--- src/rtl/sisa_pkg.sv ---
// sCPU shared constants: datapath widths and write-port requester ids.
// Imported by the register write arbiter and its round-robin core.
package sisa_pkg;

  localparam int DEF_DATA_W   = 8;
  localparam int DEF_ADDR_W   = 2;
  localparam int DEF_NUM_REGS = 4;
  localparam int DEF_NUM_REQ  = 3;

  localparam int REQ_ALU = 0;
  localparam int REQ_MEM = 1;
  localparam int REQ_IMM = 2;

endpackage

--- src/rtl/rr_arbiter.sv ---
// Round-robin arbiter: one-hot grant to the first active request at or
// after ptr; ptr moves one past the winner whenever a grant is consumed.
module rr_arbiter #(
  parameter int N = 3,
  localparam int IW = $clog2(N)
) (
  input  logic          clk,
  input  logic          rst,
  input  logic [N-1:0]  req,
  input  logic          advance,
  output logic [N-1:0]  grant_onehot,
  output logic [IW-1:0] grant_idx
);

  logic [IW-1:0] ptr_q;
  logic [IW-1:0] ptr_d;
  logic [IW-1:0] cand;
  logic          found;

  always_comb begin
    found     = 1'b0;
    grant_idx = '0;
    cand      = '0;
    for (int k = 0; k < N; k++) begin
      cand = IW'((int'(ptr_q) + k) % N);
      if (!found && req[cand]) begin
        found     = 1'b1;
        grant_idx = cand;
      end
    end
  end

  always_comb begin
    grant_onehot = '0;
    if (found) grant_onehot[grant_idx] = 1'b1;
  end

  assign ptr_d = (grant_idx == IW'(N - 1)) ? '0
               : grant_idx + IW'(1);

  always_ff @(posedge clk) begin
    if (!rst)         ptr_q <= '0;
    else if (advance) ptr_q <= ptr_d;
  end

endmodule

--- src/rtl/reg_write_arbiter.sv ---
// Shared write port for the register bank: arbitrate, mux the winner,
// decode its address and register the D bus / enable for one cycle.
module reg_write_arbiter
  import sisa_pkg::*;
#(
  parameter int NUM_REQ  = DEF_NUM_REQ,
  parameter int NUM_REGS = DEF_NUM_REGS,
  parameter int DATA_W   = DEF_DATA_W,
  parameter int ADDR_W   = DEF_ADDR_W
) (
  input  logic                      clk,
  input  logic                      rst,
  input  logic                      freeze,
  input  logic [NUM_REQ-1:0]        req_valid,
  input  logic [NUM_REQ*ADDR_W-1:0] req_addr,
  input  logic [NUM_REQ*DATA_W-1:0] req_data,
  output logic [NUM_REQ-1:0]        req_ready,
  output logic [DATA_W-1:0]         reg_d,
  output logic [NUM_REGS-1:0]       reg_en,
  output logic                      addr_err
);

  localparam int IW = $clog2(NUM_REQ);

  logic [NUM_REQ-1:0]  req_eff;
  logic [NUM_REQ-1:0]  gnt;
  logic [IW-1:0]       w;
  logic                xfer;
  logic [ADDR_W-1:0]   sel_addr;
  logic [DATA_W-1:0]   sel_data;
  logic [NUM_REGS-1:0] en_dec;
  logic                addr_ok;

  logic [DATA_W-1:0]   reg_d_q, reg_d_d;
  logic [NUM_REGS-1:0] reg_en_q, reg_en_d;
  logic                err_q, err_d;

  // Halt and reset mask requests before arbitration so ptr cannot move.
  assign req_eff = req_valid & {NUM_REQ{rst & ~freeze}};

  rr_arbiter #(.N(NUM_REQ)) u_rr (
    .clk          (clk),
    .rst          (rst),
    .req          (req_eff),
    .advance      (xfer),
    .grant_onehot (gnt),
    .grant_idx    (w)
  );

  assign xfer      = |gnt;
  assign req_ready = gnt;
  assign sel_addr  = req_addr[int'(w)*ADDR_W +: ADDR_W];
  assign sel_data  = req_data[int'(w)*DATA_W +: DATA_W];
  assign addr_ok   = int'(sel_addr) < NUM_REGS;

  always_comb begin
    en_dec = '0;
    for (int r = 0; r < NUM_REGS; r++) begin
      en_dec[r] = (int'(sel_addr) == r);
    end
  end

  always_comb begin
    reg_d_d  = reg_d_q;
    reg_en_d = '0;
    err_d    = 1'b0;
    if (xfer) begin
      reg_d_d  = sel_data;
      reg_en_d = en_dec;
      err_d    = !addr_ok;
    end
  end

  always_ff @(posedge clk) begin
    if (!rst) begin
      reg_d_q  <= '0;
      reg_en_q <= '0;
      err_q    <= 1'b0;
    end else begin
      reg_d_q  <= reg_d_d;
      reg_en_q <= reg_en_d;
      err_q    <= err_d;
    end
  end

  assign reg_d    = reg_d_q;
  assign reg_en   = reg_en_q;
  assign addr_err = err_q;

endmodule

--- config.mk ---
export PLATFORM = sky130hd
export DESIGN_NAME = reg_write_arbiter
export DESIGN_NICKNAME = d
export VERILOG_FILES = /design/src/rtl/sisa_pkg.sv /design/src/rtl/rr_arbiter.sv /design/src/rtl/reg_write_arbiter.sv
export SDC_FILE = /design/constraint.sdc
export NUM_CORES = 1
export LEC_CHECK = 0
export ABC_CLOCK_PERIOD_IN_PS = 2200
export CORE_MARGIN = 1
export CORE_UTILIZATION = 38
export CTS_CLUSTER_SIZE = 28
export DETAILED_ROUTE_END_ITERATION = 12
export GPL_TIMING_DRIVEN = 0
export PLACE_DENSITY = 0.78
export SYNTH_ARGS = -nofsm -noshare
export SYNTH_HDL_FRONTEND = slang
export SYNTH_SLANG_ARGS = --single-unit
--- constraint.sdc ---
create_clock -name clk -period 2.2 [get_ports clk]
set_input_delay 0.44 -clock clk [delete_from_list [all_inputs] [get_ports clk]]
set_output_delay 0.44 -clock clk [all_outputs]
set_load 0.02 [all_outputs]
# After elaboration in Yosys (flattened, before gate mapping)
# Cells that the tools add are included.
[word_totals]
regBits = 14
latchBits = 0
ram_bits = 0
rom_bits = 0
output_inout_bits = 16
wordCells = 47
memories = 0
[op_classes]
addsub = 3
mul = 0
div = 3
order_cmp = 5
eq_ne = 4
shifts = 2
n_mux = 16
bitwise_logic = 3
reduce_logical = 8
[ops]
columns = ["cell", "n"]
rows = [
  ["$mod 32x3->32 const B", 2],
  ["$mod 3x3->32 const B", 1],
  ["$shiftx 24x6->8", 1],
  ["$lt 2x3->1 const B", 4],
  ["$mux 2", 4],
  ["$mux 1", 7],
  ["$bmux 1 s2", 3],
  ["$eq 2x2->1 const B", 3],
  ["$shiftx 6x4->2", 1],
  ["$add 2x1->3 const B", 1],
  ["$add 2x2->3 const B", 1],
  ["$and 3x3->3", 1],
  ["$logic_and 1x1->1", 3],
  ["$mux 3", 1],
  ["$reduce_or 3->1", 1],
  ["$add 2x1->2 const B", 1],
  ["$demux 1 s2", 1],
  ["$eq 2x1->1 const B", 1],
  ["$ge 2x1->1 const B", 1],
  ["$logic_not 1->1", 2],
  ["$logic_not 2->1", 1],
  ["$reduce_and 2->1", 1],
  ["$and 1x1->1", 1],
  ["$not 1->1", 1],
]

# Depth between registers and ports, before layout
# Gate-level depths: netlist (run 1).
[depth]
word_depth = 19
ltp_mapped = 10
ltp_nobuf = 8

# Modules after synthesis
# Synthesis (run 1) repeated with hierarchy kept, for this count alone.
[unflattened]
hier_cells = 117
hier_area_um2 = 1094.8
[by_module_without_submodules]
columns = ["mod", "instances", "cells_each", "area_each_um2"]
rows = [
  ["reg_write_arbiter", 1, 68, 674.4],
  ["rr_arbiter", 1, 49, 420.4],
]

# Worst setup path before layout (run 1)
# Ideal clock, no wire load.
[synth_timing]
path_type = "reg2out"
start = "register u_rr.ptr_q[0]"
end = "output port req_ready[0]"
t_arrival_ns = 1.818
t_required_ns = 1.760
setup_slack_ns = -0.058
stages_incl_launch_ff = 10
n_path_buf = 2
cell_sequence = "dfxtp_1 > inv_1 > ha_1 > buf_6 > nor2b_4 > o31a_1 > nand2_1 > inv_1 > buf_2 > nor3_2"
[synth_between]
elab_chain_cells = 15
[synth_lines]
columns = ["element", "line_no", "rtl"]
rows = [
  ["start: declaration", "rr_arbiter.sv:15", "logic [IW-1:0] ptr_q;"],
  ["start signal: assignment", "rr_arbiter.sv:43", "else if (advance) ptr_q <= ptr_d;"],
  ["parallel branches: the longest is 14 deep, another holds $mod 32x3->32", "-", ""],
  ["$mux 3 *", "rr_arbiter.sv:35", "if (found) grant_onehot[grant_idx] = 1'b1;"],
  ["end: declaration", "reg_write_arbiter.sv:17", "output logic [NUM_REQ-1:0] req_ready,"],
]
# Mark *: on every way between the ends. The select of a mux whose other input is x is not followed.

# Worst setup path after layout (run 1)
# Same ends and word-level chain as after synthesis.

==> out/metrics.cfg, run 1 <==
[sta]
post-route-min-period_ns = 2.45
finalClockSkew_ns = 0.00105
fin_tns_setup_ns = -0.487
fmax_mhz = 409
finalSetupViolations = 3
slew_viol_final = 0
holdWs_ns = 0.552
setup_slack_ns = -0.245
hold_viol_final = 0
rsz0062_at_grt = yes
post-route-period-util = 1.11

[critical_path]
r2r_slack_ns = 0
r2r_end = reg_en[1]
cp-startpoint = u_rr.ptr_q[0]
ff2ff_path_depth = 11
cp.buffers_inverters = 4
endpoint_kind = primary output
path_class = reg2out
crit_end = req_ready[0]
cp_slowest_stage_delay_ns = 0.35
cp_cell_sequence = inv_2, ha_4, buf_6, nor2b_4, o31a_1, nand2_2, inv_4, nor3_4, buf_6
crit_slowest_cell = dfxtp_2
r2r_start = u_rr.ptr_q[0]
crit_path_max_fanout = 5
worst-path-stages = 9
worstPathRequired_ns = 1.76
startpoint_type = flip-flop
cp_top_family = simple AND/OR/NAND/NOR gates
cp_common_cell = buf_6
cp.arrival_ns = 2.01

[floorplanning]
ios = 52
die_width_microns = 52.0
die_h_microns = 52.0
start_util = 0.417
rows = 17
die-area_sq_um = 2700
core_region_area_sq_um = 2280

[synth]
ys_seq_elements = 14
syn_area_per_cell_sq_um = 8.25
synth_flop_cell = dfxtp_1
synth_nets = 153
ys.warnings.count = 0
synth_area_sq_um = 948
syn_inst = 115
synth_cell_types = 42
synth-edff-count = 0
seq_area_frac_synth = 0.296
async_flop_share = 0

[routing]
viasPerCell = 5.55
initialDrtViolationCount = 16
ant_nets = 0
postRouteWirelength_mm = 3.14
vias = 1165
post_drt_wl_per_cell_microns = 14.9
route.detailed.drc = 0
firstDrtPassIters = 4

[pwr]
power.density_nw_per_um2 = 455
ir_drop_v = 0.000288
p_leak_nw = 0.690

[finish]
diodes = 0
layout_common_cells = 44 x clkdlybuf4s50_1, 13 x buf_4, 12 x dfxtp_1, 11 x nand3_1, 10 x a21oi_1
drive_gt1_frac = 0.258
post-route-util = 0.744
fillers = 164
area_growth_pct = 78.5
nets = 221
layout_commonest_cell = clkdlybuf4s50_1

[placed_design]
dpl.hpwl_mm = 2.09
port_buffers = 50
pre_cts_ws_ns = -0.821
place_congestion = 0.758

[clocking]
root_buffer = clkbuf_4
cts_buffers = 3
path_clk_slew_ns = 0.09
clock_path_buffers = 2
clock_latency_ns = 0.28
cts_tree = done
htreeDepth = 1
postCtsHoldBufs = 0
cts.sinks = 14

[run_status]
violations = setup timing
status = finished with violations

[worst_hold_path]
hp-class = reg2reg

[job]
drv_cap = 0

[grt]
grt_usage = 0.245
grt_max_degree = 11
grt_first_pass_wirelength_mm = 4.87
grt_overflow = 0
grt_pass1_vias = 1122
antenna_found_initial = 0

==> sequential cells by signal (all words and copies together), names as in the netlist <==
| name | cells |
|---|---|
| reg_d | 8 |
| reg_en | 4 |
| u_rr.ptr_q | 2 |
==> routing by layer <==
metal	GRT usage	vias up	wire length, microns
li1	-	562	-
met1	0.275	553	1400
met2	0.417	46	1500
met3	0.0731	4	219
met4	0.117	0	26
met5	0	-	0
==> worst min-delay path, cell delays in order, from the launching register on <==
cell and delay (ns):
dfxtp_1 0.32, o21ai_0 0.15, a31oi_1 0.04
==> timing repair <==
item | 4_1_cts | 5_1_grt
buffers inserted | 11 | 7
setup endpoints to repair | 3 | 7
gates cloned | 1 | 0
resized for setup | 30 | 12
pin swaps | 5 | 11
==> through the flow <==
step           cells  power (mW)  instance area [sq um]
4_1_cts          208       0.749                   1640
2_1_floorplan    115       0.420                    955
3_3_place_gp     193       0.539                   1490
3_5_place_dp     193       0.544                   1490
6_report         210       0.771                   1690
5_1_grt          210       0.808                   1690
==> cell type report <==
class,instances,area (sq um),area share
Clock buffer,4,36.3,0.0214
Tap cell,28,35.0,0.0207
Timing Repair Buffer,65,624,0.369
Inverter,6,25.0,0.0148
Sequential cell,14,283,0.167
Buffer,8,70.1,0.0414
Multi-Input combinational cell,85,619,0.366
==> where the power goes <==
part	total (mW)	internal [mW]	switching, mW
Clock	0.192	0.101	0.0910
Sequential	0.279	0.271	0.00824
Combinational	0.300	0.164	0.135
Total	0.771	0.536	0.235
==> worst min path at each step <==
stage	start	to	slack (ns)	cells past startpoint
global route	reg_d[5]	reg_d[5]	0.59	2
detailed placement	reg_d[4]	reg_d[4]	0.54	2
finish	reg_d[4]	reg_d[4]	0.55	2
CTS	reg_d[4]	reg_d[4]	0.55	2
floorplan	u_rr.ptr_q[0]	u_rr.ptr_q[0]	0.57	3
global placement	reg_d[6]	reg_d[6]	0.54	2
==> synth_stat cells, drive strengths merged (2+ instances only) <==
library cell / number / area (sq um)
dfxtp: 14 / 280
o21bai: 2 / 15.0
a211oi: 2 / 20.0
ha: 2 / 25.0
o21ai: 10 / 53.8
a22oi: 2 / 28.8
buf: 9 / 66.3
nor2: 2 / 7.51
nand3b: 3 / 22.5
nand3: 11 / 55.1
nand2: 10 / 37.5
inv: 6 / 22.5
a31oi: 8 / 50.1
a21oi: 11 / 55.1
o21a: 2 / 15.0
==> kinds of logic after synthesis <==
kind of cell,after synthesis,synth area share
other,1,0.00395
AOI/OAI and AO/OA,46,0.350
buffers and inverters,16,0.0976
adders and majority gates,3,0.0383
and+or+nand+nor,35,0.215
DFF,14,0.296
Note: power is estimated with default switching activity, not from simulation.
==> inputs of run 2 (changes only) <==
--- a/config.mk
+++ b/config.mk
@@ -6,7 +6,7 @@
 export NUM_CORES = 1
 export LEC_CHECK = 0
 export ABC_CLOCK_PERIOD_IN_PS = 2200
-export CORE_MARGIN = 1
+export CORE_MARGIN = 3
 export CORE_UTILIZATION = 38
 export CTS_CLUSTER_SIZE = 28
 export DETAILED_ROUTE_END_ITERATION = 12
==> run 2 against run 1 <==
The flow still finishes with violations (setup timing). Global-route usage shrank 5.6 points. Via count is 0.94% lower. Non-clock buffer count grew 6. Flip-flop and latch count unchanged. Critical path depth unchanged. Utilization grew 1.5 points. Sequential power barely moved. Combinational power increased by 6.7%. Clock power shrank 4%. Sequential share of layout area down 0.49 points. Worst hold slack got worse by 0.022 ns. Critical endpoint unchanged.
==> out/metrics.cfg, run 2 (same netlist as run 1, synthesis figures left out) <==
[placed_design]
pre_cts_ws_ns = -0.841  ; -0.0198 ns
place_congestion = 0.819  ; +8.0%
dpl.hpwl_mm = 2.17  ; +3.7%
place_inst = 193  ; unchanged
port_buffers = 50  ; unchanged
placed_cell_area_sq_um = 1490  ; unchanged

[worst_hold_path]
min_path_cells = 2  ; unchanged
hp-class = reg2reg
worstHoldEndpoint = reg_d[5]
hold_start = reg_d[5]

[clocking]
cts.sinks = 14  ; unchanged
cts_tree = done
root_buffer = clkbuf_4
path_clk_slew_ns = 0.09  ; about the same
clock_latency_ns = 0.28  ; about the same
postCtsHoldBufs = 0  ; unchanged
htreeDepth = 1  ; unchanged
clock_path_buffers = 2  ; unchanged
cts_buffers = 3  ; unchanged

[sta]
finalSetupViolations = 2  ; -1
rsz0062_at_grt = yes
slew_viol_final = 0  ; unchanged
holdWs_ns = 0.529  ; -0.0221 ns
post-route-min-period_ns = 2.48  ; +0.0348 ns
fmax_mhz = 403  ; -1.4%
setup_slack_ns = -0.280  ; -0.0348 ns
post-route-period-util = 1.13  ; +0.0158
fin_tns_setup_ns = -0.317  ; +0.170 ns
finalClockSkew_ns = 0.00367  ; +0.00262 ns
hold_viol_final = 0  ; unchanged

[finish]
final_area_sq_um = 1740  ; +3.0%
post-route-util = 0.759  ; +0.0154
diodes = 0  ; unchanged
drive_gt1_frac = 0.282  ; +0.0237
layout_common_cells = 45 x clkdlybuf4s50_1, 20 x buf_4, 12 x dfxtp_1, 11 x nand3_1, 10 x a21oi_1
fin_cells = 216  ; +2.9%
nets = 227  ; +2.7%
layout_commonest_cell = clkdlybuf4s50_1
largest_reg_flops = 8  ; unchanged
area_growth_pct = 83.9

[pwr]
pwr-share-seq = 0.357  ; -0.005
sw_frac_of_total = 0.296  ; -0.00828
p_int_uw = 552  ; +3.0%
ir_drop_v = 0.000384  ; +33%
combPwrFrac = 0.407  ; +0.018
clock_power_share = 0.236  ; -0.013
p_leak_nw = 0.734  ; +6.4%
power.density_nw_per_um2 = 450  ; -1.2%
finalPower_uw = 785  ; +1.8%
p_sw_uw = 232  ; -0.96%

[grt]
grt_overflow = 0  ; unchanged
antenna_found_initial = 0  ; unchanged
grt_max_degree = 11  ; unchanged
grt_usage = 0.189  ; -0.0557
grt_first_pass_wirelength_mm = 4.69  ; -3.7%
grt_pass1_vias = 1077  ; -4.0%

[critical_path]
r2r_start = u_rr.ptr_q[0]
cp_cell_sequence = inv_2, ha_4, buf_8, buf_4, nand2_1, a21boi_0, a211o_1, nor3_4, buf_6
cp.arrival_ns = 2.04  ; +0.03 ns
crit_slowest_cell = dfxtp_2
r2r_slack_ns = 0.05  ; +0.05 ns
endpoint_kind = primary output
r2r_end = reg_d[3]
ff2ff_path_depth = 11  ; unchanged
path_class = reg2out
cp_slowest_stage_delay_ns = 0.37  ; +0.02 ns
crit_path_max_fanout = 5  ; unchanged
startpoint_type = flip-flop
worstPathRequired_ns = 1.76  ; about the same

[floorplanning]
core_region_area_sq_um = 2300  ; +0.93%
start_util = 0.413  ; -0.00386
rows = 17  ; unchanged
die_h_microns = 56.0  ; +7.7%
ios = 52  ; unchanged
die-area_sq_um = 3130  ; +16%
die_width_microns = 56.0  ; +7.7%

[routing]
post_drt_wl_per_cell_microns = 15.9  ; +6.3%
ant_nets = 0  ; unchanged
postRouteWirelength_mm = 3.43  ; +9.3%
viasPerCell = 5.34  ; -3.7%
vias = 1154  ; -0.94%
firstDrtPassIters = 6  ; +2
route.detailed.drc = 0  ; unchanged
initialDrtViolationCount = 22  ; +6

[run_status]
violations = setup timing
status = finished with violations

[job]
drv_cap = 0  ; unchanged

run 2: cell type report:
type / instances / area, sq um
Timing Repair Buffer: 71 / 688
Multi-Input combinational cell: 85 / 613
Fill cell: 183 / 553
Sequential cell: 14 / 283
Buffer: 8 / 63.8
Clock buffer: 4 / 36.3
Tap cell: 28 / 35.0
Inverter: 6 / 25.0
run 2: worst max path at each step:
| stage | start | end | slack (ns) | cells past startpoint |
|---|---|---|---|---|
| floorplan | u_rr.ptr_q[0] | req_ready[0] | 0.02 | 9 |
| global placement | req_valid[2] | req_ready[0] | -0.80 | 6 |
| detailed placement | req_valid[2] | req_ready[0] | -0.84 | 6 |
| CTS | u_rr.ptr_q[0] | req_ready[0] | -0.27 | 10 |
| global route | u_rr.ptr_q[1] | req_ready[0] | -0.36 | 9 |
| finish | u_rr.ptr_q[1] | req_ready[0] | -0.28 | 9 |
run 2: repair_timing:
action                     CTS  global route
gates cloned                 0             1
setup endpoints to repair    3             3
setup buffers                8            12
pin swaps                    4             6
gates resized for setup     23            18
run 2: power by group through the flow:
stage / clock (mW) / combinational, mW / sequential (mW)
2_1_floorplan: 0 / 0.119 / 0.301
3_3_place_gp: 0 / 0.256 / 0.283
3_5_place_dp: 0 / 0.261 / 0.284
4_1_cts: 0.193 / 0.278 / 0.279
5_1_grt: 0.201 / 0.340 / 0.282
6_report: 0.185 / 0.320 / 0.280
run 2: critical path: cells and delay by family, from the launching register on:
family | cells | cell delay, ns
AND/OR/NAND/NOR | 2 | 0.27
flip-flops | 1 | 0.37
adder cells (fa/ha/maj) | 1 | 0.17
AO/OA/AOI/OAI | 2 | 0.50
buffers and inverters | 4 | 0.46
run 2: per-layer routing:
layer,vias up,global-route usage,share of wire
met2,59,0.297,0.47
li1,568,-,-
met4,0,0.105,0.020
met3,8,0.0812,0.099
met5,-,0,0
met1,519,0.213,0.41
